[src/rtl/axil_pkg.sv]
// -----------------------------------------------------------------------------
// axil_pkg
// Shared definitions for the AXI4-Lite register file:
//   - resp_e      : AXI response codes (OKAY / SLVERR used by this slave)
//   - clog2       : constant-friendly ceiling log2
//   - lsb_bits    : byte-offset bits ignored for a given data width
//   - idx_bits    : register index width for a given register count
//   - DEF_*       : default geometry used as module parameter defaults
// -----------------------------------------------------------------------------
package axil_pkg;

   typedef enum logic [1:0] {
      RESP_OKAY   = 2'b00,
      RESP_EXOKAY = 2'b01,
      RESP_SLVERR = 2'b10,
      RESP_DECERR = 2'b11
   } resp_e;

   localparam int DEF_ADDR_W   = 32;
   localparam int DEF_DATA_W   = 32;
   localparam int DEF_NUM_REGS = 16;

   // Bounded loop so the function stays usable in constant expressions.
   function automatic int clog2(input int value);
      int result;
      result = 0;
      for (int i = 0; i < 31; i++) begin
         if ((1 << i) < value) begin
            result = i + 1;
         end
      end
      return result;
   endfunction

   function automatic int lsb_bits(input int data_w);
      return clog2(data_w / 8);
   endfunction

   function automatic int idx_bits(input int num_regs);
      return clog2(num_regs);
   endfunction

endpackage

[src/rtl/s_axil_regfile_if.sv]
// -----------------------------------------------------------------------------
// s_axil_regfile_if
// AXI4-Lite bus bundle (AW, W, B, AR, R channels).
//   master modport : drives valids/addresses/data and bready/rready
//   slave  modport : drives readies, bvalid/bresp, rvalid/rdata/rresp
// Parameters: ADDR_W address width, DATA_W data width (strobe is DATA_W/8).
// -----------------------------------------------------------------------------
interface s_axil_regfile_if #(
   parameter int ADDR_W = 32,
   parameter int DATA_W = 32
);
   logic                  awvalid;
   logic                  awready;
   logic [ADDR_W-1:0]     awaddr;
   logic                  wvalid;
   logic                  wready;
   logic [DATA_W-1:0]     wdata;
   logic [DATA_W/8-1:0]   wstrb;
   logic                  bvalid;
   logic                  bready;
   logic [1:0]            bresp;
   logic                  arvalid;
   logic                  arready;
   logic [ADDR_W-1:0]     araddr;
   logic                  rvalid;
   logic                  rready;
   logic [DATA_W-1:0]     rdata;
   logic [1:0]            rresp;

   modport master (
      output awvalid, awaddr, wvalid, wdata, wstrb, bready, arvalid, araddr, rready,
      input  awready, wready, bvalid, bresp, arready, rvalid, rdata, rresp
   );

   modport slave (
      input  awvalid, awaddr, wvalid, wdata, wstrb, bready, arvalid, araddr, rready,
      output awready, wready, bvalid, bresp, arready, rvalid, rdata, rresp
   );
endinterface

[src/rtl/axil_wr_capture.sv]
// -----------------------------------------------------------------------------
// axil_wr_capture
// Holds the write address and write data beats independently (either order,
// or together) and raises a commit strobe once both are present and the B
// channel is free.
// Ports:
//   i_clk, i_reset              clock, synchronous active-high reset
//   i_awvalid/o_awready/i_awaddr  write address handshake
//   i_wvalid/o_wready/i_wdata/i_wstrb  write data handshake
//   i_bvalid                    response still pending; blocks the commit
//   o_addr/o_data/o_strb        held beat contents
//   o_commit                    high in the cycle whose edge commits the write
// -----------------------------------------------------------------------------
module axil_wr_capture #(
   parameter int ADDR_W = 32,
   parameter int DATA_W = 32
) (
   input  logic                  i_clk,
   input  logic                  i_reset,
   input  logic                  i_awvalid,
   output logic                  o_awready,
   input  logic [ADDR_W-1:0]     i_awaddr,
   input  logic                  i_wvalid,
   output logic                  o_wready,
   input  logic [DATA_W-1:0]     i_wdata,
   input  logic [DATA_W/8-1:0]   i_wstrb,
   input  logic                  i_bvalid,
   output logic [ADDR_W-1:0]     o_addr,
   output logic [DATA_W-1:0]     o_data,
   output logic [DATA_W/8-1:0]   o_strb,
   output logic                  o_commit
);
   logic                  r_aw_held;
   logic                  r_w_held;
   logic [ADDR_W-1:0]     r_addr;
   logic [DATA_W-1:0]     r_data;
   logic [DATA_W/8-1:0]   r_strb;
   logic                  w_commit;

   // Readies come straight from the held flags, so they are registered.
   assign o_awready = !r_aw_held;
   assign o_wready  = !r_w_held;

   // A pending response holds both beats, which keeps the readies low and
   // backpressures the master until the B handshake completes.
   assign w_commit = r_aw_held && r_w_held && !i_bvalid;

   always_ff @(posedge i_clk) begin
      if (i_reset) begin
         r_aw_held <= 1'b0;
         r_w_held  <= 1'b0;
         r_addr    <= '0;
         r_data    <= '0;
         r_strb    <= '0;
      end else if (w_commit) begin
         // Readies are low while both are held, so no capture can collide.
         r_aw_held <= 1'b0;
         r_w_held  <= 1'b0;
      end else begin
         if (i_awvalid && !r_aw_held) begin
            r_aw_held <= 1'b1;
            r_addr    <= i_awaddr;
         end
         if (i_wvalid && !r_w_held) begin
            r_w_held <= 1'b1;
            r_data   <= i_wdata;
            r_strb   <= i_wstrb;
         end
      end
   end

   assign o_addr   = r_addr;
   assign o_data   = r_data;
   assign o_strb   = r_strb;
   assign o_commit = w_commit;
endmodule

[src/rtl/s_axil_regfile.sv]
// -----------------------------------------------------------------------------
// s_axil_regfile
// AXI4-Lite slave register bank with byte-strobe writes and a read channel.
// Registers are exported flat to fabric logic with a per-register write pulse.
// Ports:
//   i_clk, i_reset  clock, synchronous active-high reset
//   s_axi           AXI4-Lite slave bundle (AW, W, B, AR, R)
//   o_regs          register k at [k*DATA_W +: DATA_W]
//   o_wr_pulse      one-cycle pulse on the register hit by a committed write
// Parameters: ADDR_W, DATA_W (32 or 64), NUM_REGS (power of two, >= 2).
// Accesses at or beyond NUM_REGS*(DATA_W/8) answer SLVERR; low byte-offset
// address bits are ignored.
// -----------------------------------------------------------------------------
module s_axil_regfile
   import axil_pkg::*;
#(
   parameter int ADDR_W   = DEF_ADDR_W,
   parameter int DATA_W   = DEF_DATA_W,
   parameter int NUM_REGS = DEF_NUM_REGS
) (
   input  logic                         i_clk,
   input  logic                         i_reset,
   s_axil_regfile_if.slave              s_axi,
   output logic [NUM_REGS*DATA_W-1:0]   o_regs,
   output logic [NUM_REGS-1:0]          o_wr_pulse
);
   localparam int STRB_W = DATA_W / 8;
   localparam int LSB    = lsb_bits(DATA_W);
   localparam int IDX_W  = idx_bits(NUM_REGS);
   // One extra bit so the byte size of the bank cannot wrap at ADDR_W.
   localparam logic [ADDR_W:0] LIMIT = (ADDR_W + 1)'(NUM_REGS * STRB_W);

   logic [ADDR_W-1:0]   w_wr_addr;
   logic [DATA_W-1:0]   w_wr_data;
   logic [STRB_W-1:0]   w_wr_strb;
   logic                w_commit;
   logic                w_wr_ok;
   logic [IDX_W-1:0]    w_wr_idx;
   logic [NUM_REGS-1:0] w_pulse_next;
   logic                w_ar_ok;
   logic [IDX_W-1:0]    w_ar_idx;

   logic [DATA_W-1:0]   r_regs [NUM_REGS];
   logic [NUM_REGS-1:0] r_wr_pulse;
   logic                r_bvalid;
   resp_e               r_bresp;
   logic                r_rvalid;
   logic [DATA_W-1:0]   r_rdata;
   resp_e               r_rresp;

   axil_wr_capture #(
      .ADDR_W (ADDR_W),
      .DATA_W (DATA_W)
   ) u_wr_capture (
      .i_clk     (i_clk),
      .i_reset   (i_reset),
      .i_awvalid (s_axi.awvalid),
      .o_awready (s_axi.awready),
      .i_awaddr  (s_axi.awaddr),
      .i_wvalid  (s_axi.wvalid),
      .o_wready  (s_axi.wready),
      .i_wdata   (s_axi.wdata),
      .i_wstrb   (s_axi.wstrb),
      .i_bvalid  (r_bvalid),
      .o_addr    (w_wr_addr),
      .o_data    (w_wr_data),
      .o_strb    (w_wr_strb),
      .o_commit  (w_commit)
   );

   // Range checks use the full address so aliases above the bank are errors.
   assign w_wr_ok  = ({1'b0, w_wr_addr} < LIMIT);
   assign w_wr_idx = w_wr_addr[LSB +: IDX_W];
   assign w_ar_ok  = ({1'b0, s_axi.araddr} < LIMIT);
   assign w_ar_idx = s_axi.araddr[LSB +: IDX_W];

   // Per-register decode of the committed write; also drives the pulse.
   generate
      for (genvar gi = 0; gi < NUM_REGS; gi++) begin : g_reg
         assign w_pulse_next[gi] = w_commit && w_wr_ok && (w_wr_idx == IDX_W'(gi));
         assign o_regs[gi*DATA_W +: DATA_W] = r_regs[gi];
      end
   endgenerate

   // Register bank: only strobed byte lanes of the selected register change.
   always_ff @(posedge i_clk) begin
      if (i_reset) begin
         for (int k = 0; k < NUM_REGS; k++) begin
            r_regs[k] <= '0;
         end
      end else begin
         for (int k = 0; k < NUM_REGS; k++) begin
            if (w_pulse_next[k]) begin
               for (int b = 0; b < STRB_W; b++) begin
                  if (w_wr_strb[b]) begin
                     r_regs[k][b*8 +: 8] <= w_wr_data[b*8 +: 8];
                  end
               end
            end
         end
      end
   end

   always_ff @(posedge i_clk) begin
      if (i_reset) begin
         r_wr_pulse <= '0;
      end else begin
         r_wr_pulse <= w_pulse_next;
      end
   end

   // Write response: commit and B handshake are mutually exclusive because
   // the commit strobe requires bvalid to be low.
   always_ff @(posedge i_clk) begin
      if (i_reset) begin
         r_bvalid <= 1'b0;
         r_bresp  <= RESP_OKAY;
      end else if (w_commit) begin
         r_bvalid <= 1'b1;
         r_bresp  <= w_wr_ok ? RESP_OKAY : RESP_SLVERR;
      end else if (r_bvalid && s_axi.bready) begin
         r_bvalid <= 1'b0;
      end
   end

   // Read path: a read on the same edge as a commit sees the old contents
   // because r_regs is sampled before its non-blocking update lands.
   always_ff @(posedge i_clk) begin
      if (i_reset) begin
         r_rvalid <= 1'b0;
         r_rdata  <= '0;
         r_rresp  <= RESP_OKAY;
      end else if (r_rvalid) begin
         if (s_axi.rready) begin
            r_rvalid <= 1'b0;
         end
      end else if (s_axi.arvalid) begin
         r_rvalid <= 1'b1;
         if (w_ar_ok) begin
            r_rdata <= r_regs[w_ar_idx];
            r_rresp <= RESP_OKAY;
         end else begin
            r_rdata <= '0;
            r_rresp <= RESP_SLVERR;
         end
      end
   end

   assign s_axi.arready = !r_rvalid;
   assign s_axi.bvalid  = r_bvalid;
   assign s_axi.bresp   = r_bresp;
   assign s_axi.rvalid  = r_rvalid;
   assign s_axi.rdata   = r_rdata;
   assign s_axi.rresp   = r_rresp;
   assign o_wr_pulse    = r_wr_pulse;
endmodule

[src/flat_wrapper.sv]
// flat-port wrapper written by rule: the top's interface ports become plain ports
module s_axil_regfile_flat import axil_pkg::*;
#(
   parameter int ADDR_W   = DEF_ADDR_W,
   parameter int DATA_W   = DEF_DATA_W,
   parameter int NUM_REGS = DEF_NUM_REGS
)
  (i_clk, i_reset, o_regs, o_wr_pulse, s_axi_awvalid, s_axi_awaddr, s_axi_wvalid, s_axi_wdata, s_axi_wstrb, s_axi_bready, s_axi_arvalid, s_axi_araddr, s_axi_rready, s_axi_awready, s_axi_wready, s_axi_bvalid, s_axi_bresp, s_axi_arready, s_axi_rvalid, s_axi_rdata, s_axi_rresp);
  s_axil_regfile_if #(.ADDR_W(ADDR_W), .DATA_W(DATA_W)) s_axi_i ();
  input  logic i_clk;
  input  logic i_reset;
  output logic [NUM_REGS*DATA_W-1:0] o_regs;
  output logic [NUM_REGS-1:0] o_wr_pulse;
  input wire logic [$bits(s_axi_i.awvalid)-1:0] s_axi_awvalid;
  input wire logic [$bits(s_axi_i.awaddr)-1:0] s_axi_awaddr;
  input wire logic [$bits(s_axi_i.wvalid)-1:0] s_axi_wvalid;
  input wire logic [$bits(s_axi_i.wdata)-1:0] s_axi_wdata;
  input wire logic [$bits(s_axi_i.wstrb)-1:0] s_axi_wstrb;
  input wire logic [$bits(s_axi_i.bready)-1:0] s_axi_bready;
  input wire logic [$bits(s_axi_i.arvalid)-1:0] s_axi_arvalid;
  input wire logic [$bits(s_axi_i.araddr)-1:0] s_axi_araddr;
  input wire logic [$bits(s_axi_i.rready)-1:0] s_axi_rready;
  output wire logic [$bits(s_axi_i.awready)-1:0] s_axi_awready;
  output wire logic [$bits(s_axi_i.wready)-1:0] s_axi_wready;
  output wire logic [$bits(s_axi_i.bvalid)-1:0] s_axi_bvalid;
  output wire logic [$bits(s_axi_i.bresp)-1:0] s_axi_bresp;
  output wire logic [$bits(s_axi_i.arready)-1:0] s_axi_arready;
  output wire logic [$bits(s_axi_i.rvalid)-1:0] s_axi_rvalid;
  output wire logic [$bits(s_axi_i.rdata)-1:0] s_axi_rdata;
  output wire logic [$bits(s_axi_i.rresp)-1:0] s_axi_rresp;
  assign s_axi_i.awvalid = s_axi_awvalid;
  assign s_axi_i.awaddr = s_axi_awaddr;
  assign s_axi_i.wvalid = s_axi_wvalid;
  assign s_axi_i.wdata = s_axi_wdata;
  assign s_axi_i.wstrb = s_axi_wstrb;
  assign s_axi_i.bready = s_axi_bready;
  assign s_axi_i.arvalid = s_axi_arvalid;
  assign s_axi_i.araddr = s_axi_araddr;
  assign s_axi_i.rready = s_axi_rready;
  assign s_axi_awready = s_axi_i.awready;
  assign s_axi_wready = s_axi_i.wready;
  assign s_axi_bvalid = s_axi_i.bvalid;
  assign s_axi_bresp = s_axi_i.bresp;
  assign s_axi_arready = s_axi_i.arready;
  assign s_axi_rvalid = s_axi_i.rvalid;
  assign s_axi_rdata = s_axi_i.rdata;
  assign s_axi_rresp = s_axi_i.rresp;
  s_axil_regfile #(.ADDR_W(ADDR_W), .DATA_W(DATA_W), .NUM_REGS(NUM_REGS)) u_core (.i_clk(i_clk), .i_reset(i_reset), .s_axi(s_axi_i), .o_regs(o_regs), .o_wr_pulse(o_wr_pulse));
endmodule
[config.mk]
export PLATFORM = sky130hd
export DESIGN_NAME = s_axil_regfile_flat
export DESIGN_NICKNAME = d
export VERILOG_FILES = /design/src/rtl/axil_pkg.sv /design/src/rtl/s_axil_regfile_if.sv /design/src/rtl/axil_wr_capture.sv /design/src/rtl/s_axil_regfile.sv /design/src/flat_wrapper.sv
export SDC_FILE = /design/constraint.sdc
export NUM_CORES = 1
export LEC_CHECK = 0
export ABC_CLOCK_PERIOD_IN_PS = 4400
export BUFFER_PORTS_ARGS = -buffer_cell sky130_fd_sc_hd__buf_4
export CORE_AREA = 4 4 263 265
export DETAILED_ROUTE_END_ITERATION = 16
export DIE_AREA = 0 0 267 269
export GPL_ROUTABILITY_DRIVEN = 0
export GPL_TIMING_DRIVEN = 0
export PLACE_DENSITY = 0.74
export SYNTH_ARGS = -nofsm -noshare
export SYNTH_HDL_FRONTEND = slang
export SYNTH_HIERARCHICAL = 1
export SYNTH_SLANG_ARGS = --single-unit
[constraint.sdc]
create_clock -name i_clk -period 4.4 [get_ports i_clk]
set_clock_uncertainty 0.15 [all_clocks]
set_input_delay 0.66 -clock i_clk [delete_from_list [all_inputs] [get_ports i_clk]]
set_output_delay 0.66 -clock i_clk [all_outputs]
set_load 0.01 [all_outputs]
# Word level (Yosys, flattened, before mapping)

Memories as Yosys holds them, arrays and structs flattened.
Index checks and enable logic that the tools add are counted.

Bits in writable memories: 512
Memories: 1
Logic and storage cells: 397
Register bits after elaboration: 124
Input bits: 107
ROM bits: 0
Latch bits: 0

Shift-type cells: 0
Eq/ne operators: 15
$add $sub $neg: 0
$lt $le $gt $ge: 2
Divide/modulo/power cells: 0
Mux-type cells: 270
Reduce and logical (&&, ||, !) cells: 32
$mul: 0
Bitwise operators: 66

Memory list:

| name          | words | bits a word | read ports | clocked after memory_dff | wr ports | line                 | text |
|---|---|---|---|---|---|---|---|
| u_core.r_regs | 16    | 32          | 17         | 0                        | 16       | s_axil_regfile.sv:43 | `logic [DATA_W-1:0] r_regs [NUM_REGS];` |

Operators by type and width:

| operator                                                                      | number |
|---|---|
| 8-bit 2-to-1 mux                                                              | 64 |
| 1-bit 2-to-1 mux                                                              | 203 |
| 32-bit by 7-bit less-than comparator with 1-bit output, second input constant | 2 |
| 1-bit bitwise OR                                                              | 64 |
| 4-bit equality test, second input constant                                    | 8 |
| 32-bit 2-to-1 mux                                                             | 1 |
| 1-bit logical AND                                                             | 22 |
| 4-bit by 3-bit equality test with 1-bit output, second input constant         | 4 |
| 4-bit by 2-bit equality test with 1-bit output, second input constant         | 2 |
| 2-bit AND reduction                                                           | 3 |
| 4-bit by 1-bit equality test with 1-bit output, second input constant         | 1 |
| 1-bit zero test                                                               | 4 |
| 4-bit zero test                                                               | 1 |
| 2-bit 2-to-1 mux                                                              | 2 |
| 1-bit inverter                                                                | 2 |
| 2-bit nonzero test                                                            | 1 |
| 2-bit OR reduction                                                            | 1 |

# Depth between registers and ports, before layout

Depth after elaboration: 8
Depth in mapped cells: 8

# Hierarchy

Netlist, hierarchy kept.

By module, submodules not included:

| module          | cells an instance | times used | area each (µm²) |
|---|---|---|---|
| s_axil_regfile  | 1868              | 1          | 24606.1 |
| axil_wr_capture | 319               | 1          | 3215.6 |

# Least setup slack after synthesis

Ideal clock, no wire load.

Kind: flip-flop to flip-flop
Start: register u_core.u_wr_capture.r_aw_held
End: memory u_core.r_regs[13][0], enable pin
Data arrival time: 2321 ps
Slack: 1554 ps
Stages on the path, launching flop included: 9
Period minus slack after synthesis: 2846 ps
Required time: 3875 ps
Path through: dfxtp_1 -> buf_6 -> and3b_4 -> nor4b_1 -> and4_1 -> clkbuf_1 -> nand4_1 -> clkbuf_1 -> o21bai_1

RTL lines:

| what                   | line                  | text |
|---|---|---|
| from (decl)            | axil_wr_capture.sv:33 | `logic r_aw_held;` |
| from (signal assigned) | axil_wr_capture.sv:50 | `r_aw_held <= 1'b0;` |
| from (signal assigned) | axil_wr_capture.sv:57 | `r_aw_held <= 1'b0;` |
| from (signal assigned) | axil_wr_capture.sv:61 | `r_aw_held <= 1'b1;` |
| to (decl)              | s_axil_regfile.sv:43  |  |

==> results.toml <==
[finish]
final_cells = 3849
register_area_mm2 = 0.01778
fin_nets = 3028
multi_input_area_mm2 = 0.009275
area_growth_pct = 31.55
drive_gt1_share_pct = 31.99
fill_cells = 5596

[sta]
maxSlewViolCount = 21
rsz0062_at_grt = "true"
setup_ws_ns = -0.1762
period_needed_ns = 4.576
relSlewSlack_pct = -3.985
worst_pin_slew_ns = 1.560
finalSetupViolations = 105
hold_slack_ns = 0.08111
fmax_ghz = 0.2185
final.period_utilization_pct = 104.0
hold_viol = 0

[worst_setup_path]
rr_endpoint = "u_core/r_regs[13][30]$_DFFE_PP_"
critPathCaptureType = "flip-flop"
critical_path_arrival_ns = 4.73
cp-start-kind = "flip-flop"
r2r_slack_ns = -0.18
path_class = "reg -> reg"
path_max_fanout = 10
r2r_cells = 9
required_ns = 4.56
r2r_start = "u_core/u_wr_capture/r_w_held$_SDFFE_PP0P_"

[detailed_routing]
avgViaCountPerCell = 6.141
num_vias = 23640
final_antenna_net_count = 0
first_pass_iters = 7
drt_wl_total_um = 127600
wire_per_inst_um = 33.16
drtIter0Drc = 3441
drc = 0

[run_status]
violations = "capacitance limit, slew limit, setup timing"
run_status = "finished, violations left"

[die]
die_h_um = 269
start_util_pct = 41.52
core_area_mm2 = 0.06680
placementRows = 95
die_x_um = 267
io_pins = 676
design.die.area_mm2 = 0.07182

[synth]
avgSynthCellArea_um2 = 12.73
netlist_area_mm2 = 0.02774
yosys_warnings = 6
synthCells = 2179

[pwr]
power_density_mw_per_mm2 = 392.7
power.leakage_nw = 13.95
ir_worst_vdd_mv = 0.2792

[clock_network]
htree_num_levels = 3
clkSinkCount = 632
cts_root_buf = "clkbuf_16"
cts_inserted_buffers = 69
clock_latency_ns = 0.62
tritoncts = "yes"
hold_buffers = 0
cts_buffer_depth = 3
cts.reportedPaths.clkPinSlew_ns = 0.06

[global_route]
antenna_found_initial = 4
use_met1_pct = 40.95
grt_pass1_wl_um = 171500
use_met3_pct = 9.800
first_global_vias = 23020
grtUsageTotal_pct = 33.96
grt_start_max_net_pins = 15
use_met2_pct = 56.61
grt-ovfl-total = 0
grt-busiest-layer = "met2"

[placement]
portBuffers = 666
place_hpwl_um = 97870
dp_cells = 3720
pre_cts_ws_ns = -0.3692

[hold_path]
holdPathStages = 2
holdPathEnd = "u_core/s_axi.rvalid$_SDFF_PP0_"
hold_path_class = "in -> reg"
hp-start = "s_axi_rready"

[flow_run]
cap_violations = 2
-- routing by layer --
| layer | part of all wire [%] | vias to the layer above | wire length [um] |
|---|---|---|---|
| met5 | 0.014 | - | 18 |
| met4 | 5.4 | 2 | 6905 |
| met3 | 12 | 392 | 15630 |
| met2 | 48 | 2019 | 60750 |
| met1 | 35 | 11640 | 44320 |
| li1 | - | 9578 | - |
-- worst max-delay path, cell delays in order (launching register included) --
cell and delay (ns):
dfxtp_1 0.42, clkbuf_1 0.47, and3b_4 0.38, nor4b_1 0.23, and4_1 0.38, clkbuf_1 0.50
nand4_1 0.19, clkbuf_1 0.54, o21bai_1 0.67, buf_4 0.31
-- state kept, by name (all words and copies together) (netlist names) --
register	count
u_core/s_axi.rdata	32
u_core/s_axi.bvalid	1
u_core/u_wr_capture/o_data	32
u_core/u_wr_capture/o_strb	4
u_core/o_wr_pulse	16
u_core/u_wr_capture/o_addr	30
u_core/u_wr_capture/r_aw_held	1
u_core/u_wr_capture/r_w_held	1
u_core/r_regs	512
u_core/s_axi.rresp	1
u_core/s_axi.rvalid	1
u_core/s_axi.bresp	1
-- worst max path at each step --
stage | slack (ns) | startpoint | end | cells after the start
finish | -0.18 | u_core/u_wr_capture/r_w_held$_SDFFE_PP0P_ | u_core/r_regs[13][30]$_DFFE_PP_ | 9
global route | -0.27 | u_core/u_wr_capture/r_w_held$_SDFFE_PP0P_ | u_core/r_regs[1][27]$_SDFFCE_PN0P_ | 8
CTS | -0.29 | u_core/u_wr_capture/r_w_held$_SDFFE_PP0P_ | u_core/r_regs[13][3]$_DFFE_PP_ | 8
detailed placement | -0.37 | u_core/u_wr_capture/r_w_held$_SDFFE_PP0P_ | u_core/r_regs[12][27]$_DFFE_PP_ | 8
global placement | -0.29 | u_core/u_wr_capture/r_w_held$_SDFFE_PP0P_ | u_core/r_regs[12][27]$_DFFE_PP_ | 8
floorplan | 1.55 | u_core/u_wr_capture/r_aw_held$_SDFFE_PP0P_ | u_core/r_regs[13][0]$_DFFE_PP_ | 8
-- final cells by class --
class	count	area share, %
flip-flops and latches	632	48.72
multi-input cells	1296	25.42
repair buffers	670	13.79
clock buffers	90	5.202
well taps	873	2.994
plain buffers	184	2.298
clock inverters	33	0.8573
inverters	68	0.6996
diodes	3	0.02058
-- per-stage QoR --
step           total power, mW  utilization [%]  area, um2  setup TNS (ns)
2_1_floorplan            7.697                -      27740               0
3_3_place_gp             8.593            50.65      33830          -25.27
3_5_place_dp             8.628            50.66      33840          -36.17
4_1_cts                  14.32            54.19      36200          -7.595
5_1_grt                  14.70            54.62      36480          -21.93
6_report                 14.33            54.62      36490          -6.948
-- power by group --
| part | total, mW | internal (mW) | switching, mW |
|---|---|---|---|
| combinational | 1.67 | 0.627 | 1.05 |
| clock | 5.75 | 3.35 | 2.40 |
| sequential | 6.90 | 6.71 | 0.192 |
-- cell usage in the layout (no fill, tap or decap), types with 3 or more instances in the layout --
master and count:
o21ai_0 34, nand4bb_1 66, diode_2 3, inv_1 67, nand2b_1 100, o22ai_1 64, nand2_1 142, clkbuf_16 71
edfxtp_1 512, nor2_1 282, clkbuf_1 123, mux4_2 33, o32ai_1 31, clkbuf_8 5, bufinv_16 5, a211oi_1 34
nand4_1 14, nand3_1 10, o21bai_2 26, o21bai_4 27, clkbuf_2 6, mux2i_1 190, clkinv_2 10, clkinv_1 12
buf_2 40, nor3_1 98, and3_1 5, buf_1 14, o21bai_1 11, buf_4 675, o21ai_1 63, buf_6 9
nor2b_1 5, dfxtp_1 120, a221oi_2 29, nor4_1 10, inv_6 5
-- timing repair --
| action | 4_1_cts | 5_1_grt |
|---|---|---|
| endpoints found under the hold margin | 0 | 0 |
| pin swaps | 0 | 3 |
| endpoints found under the setup margin | 297 | 423 |
| gates resized for setup | 39 | 51 |
| buffers inserted | 0 | 3 |
No activity file was read; power rests on OpenSTA's default activity.
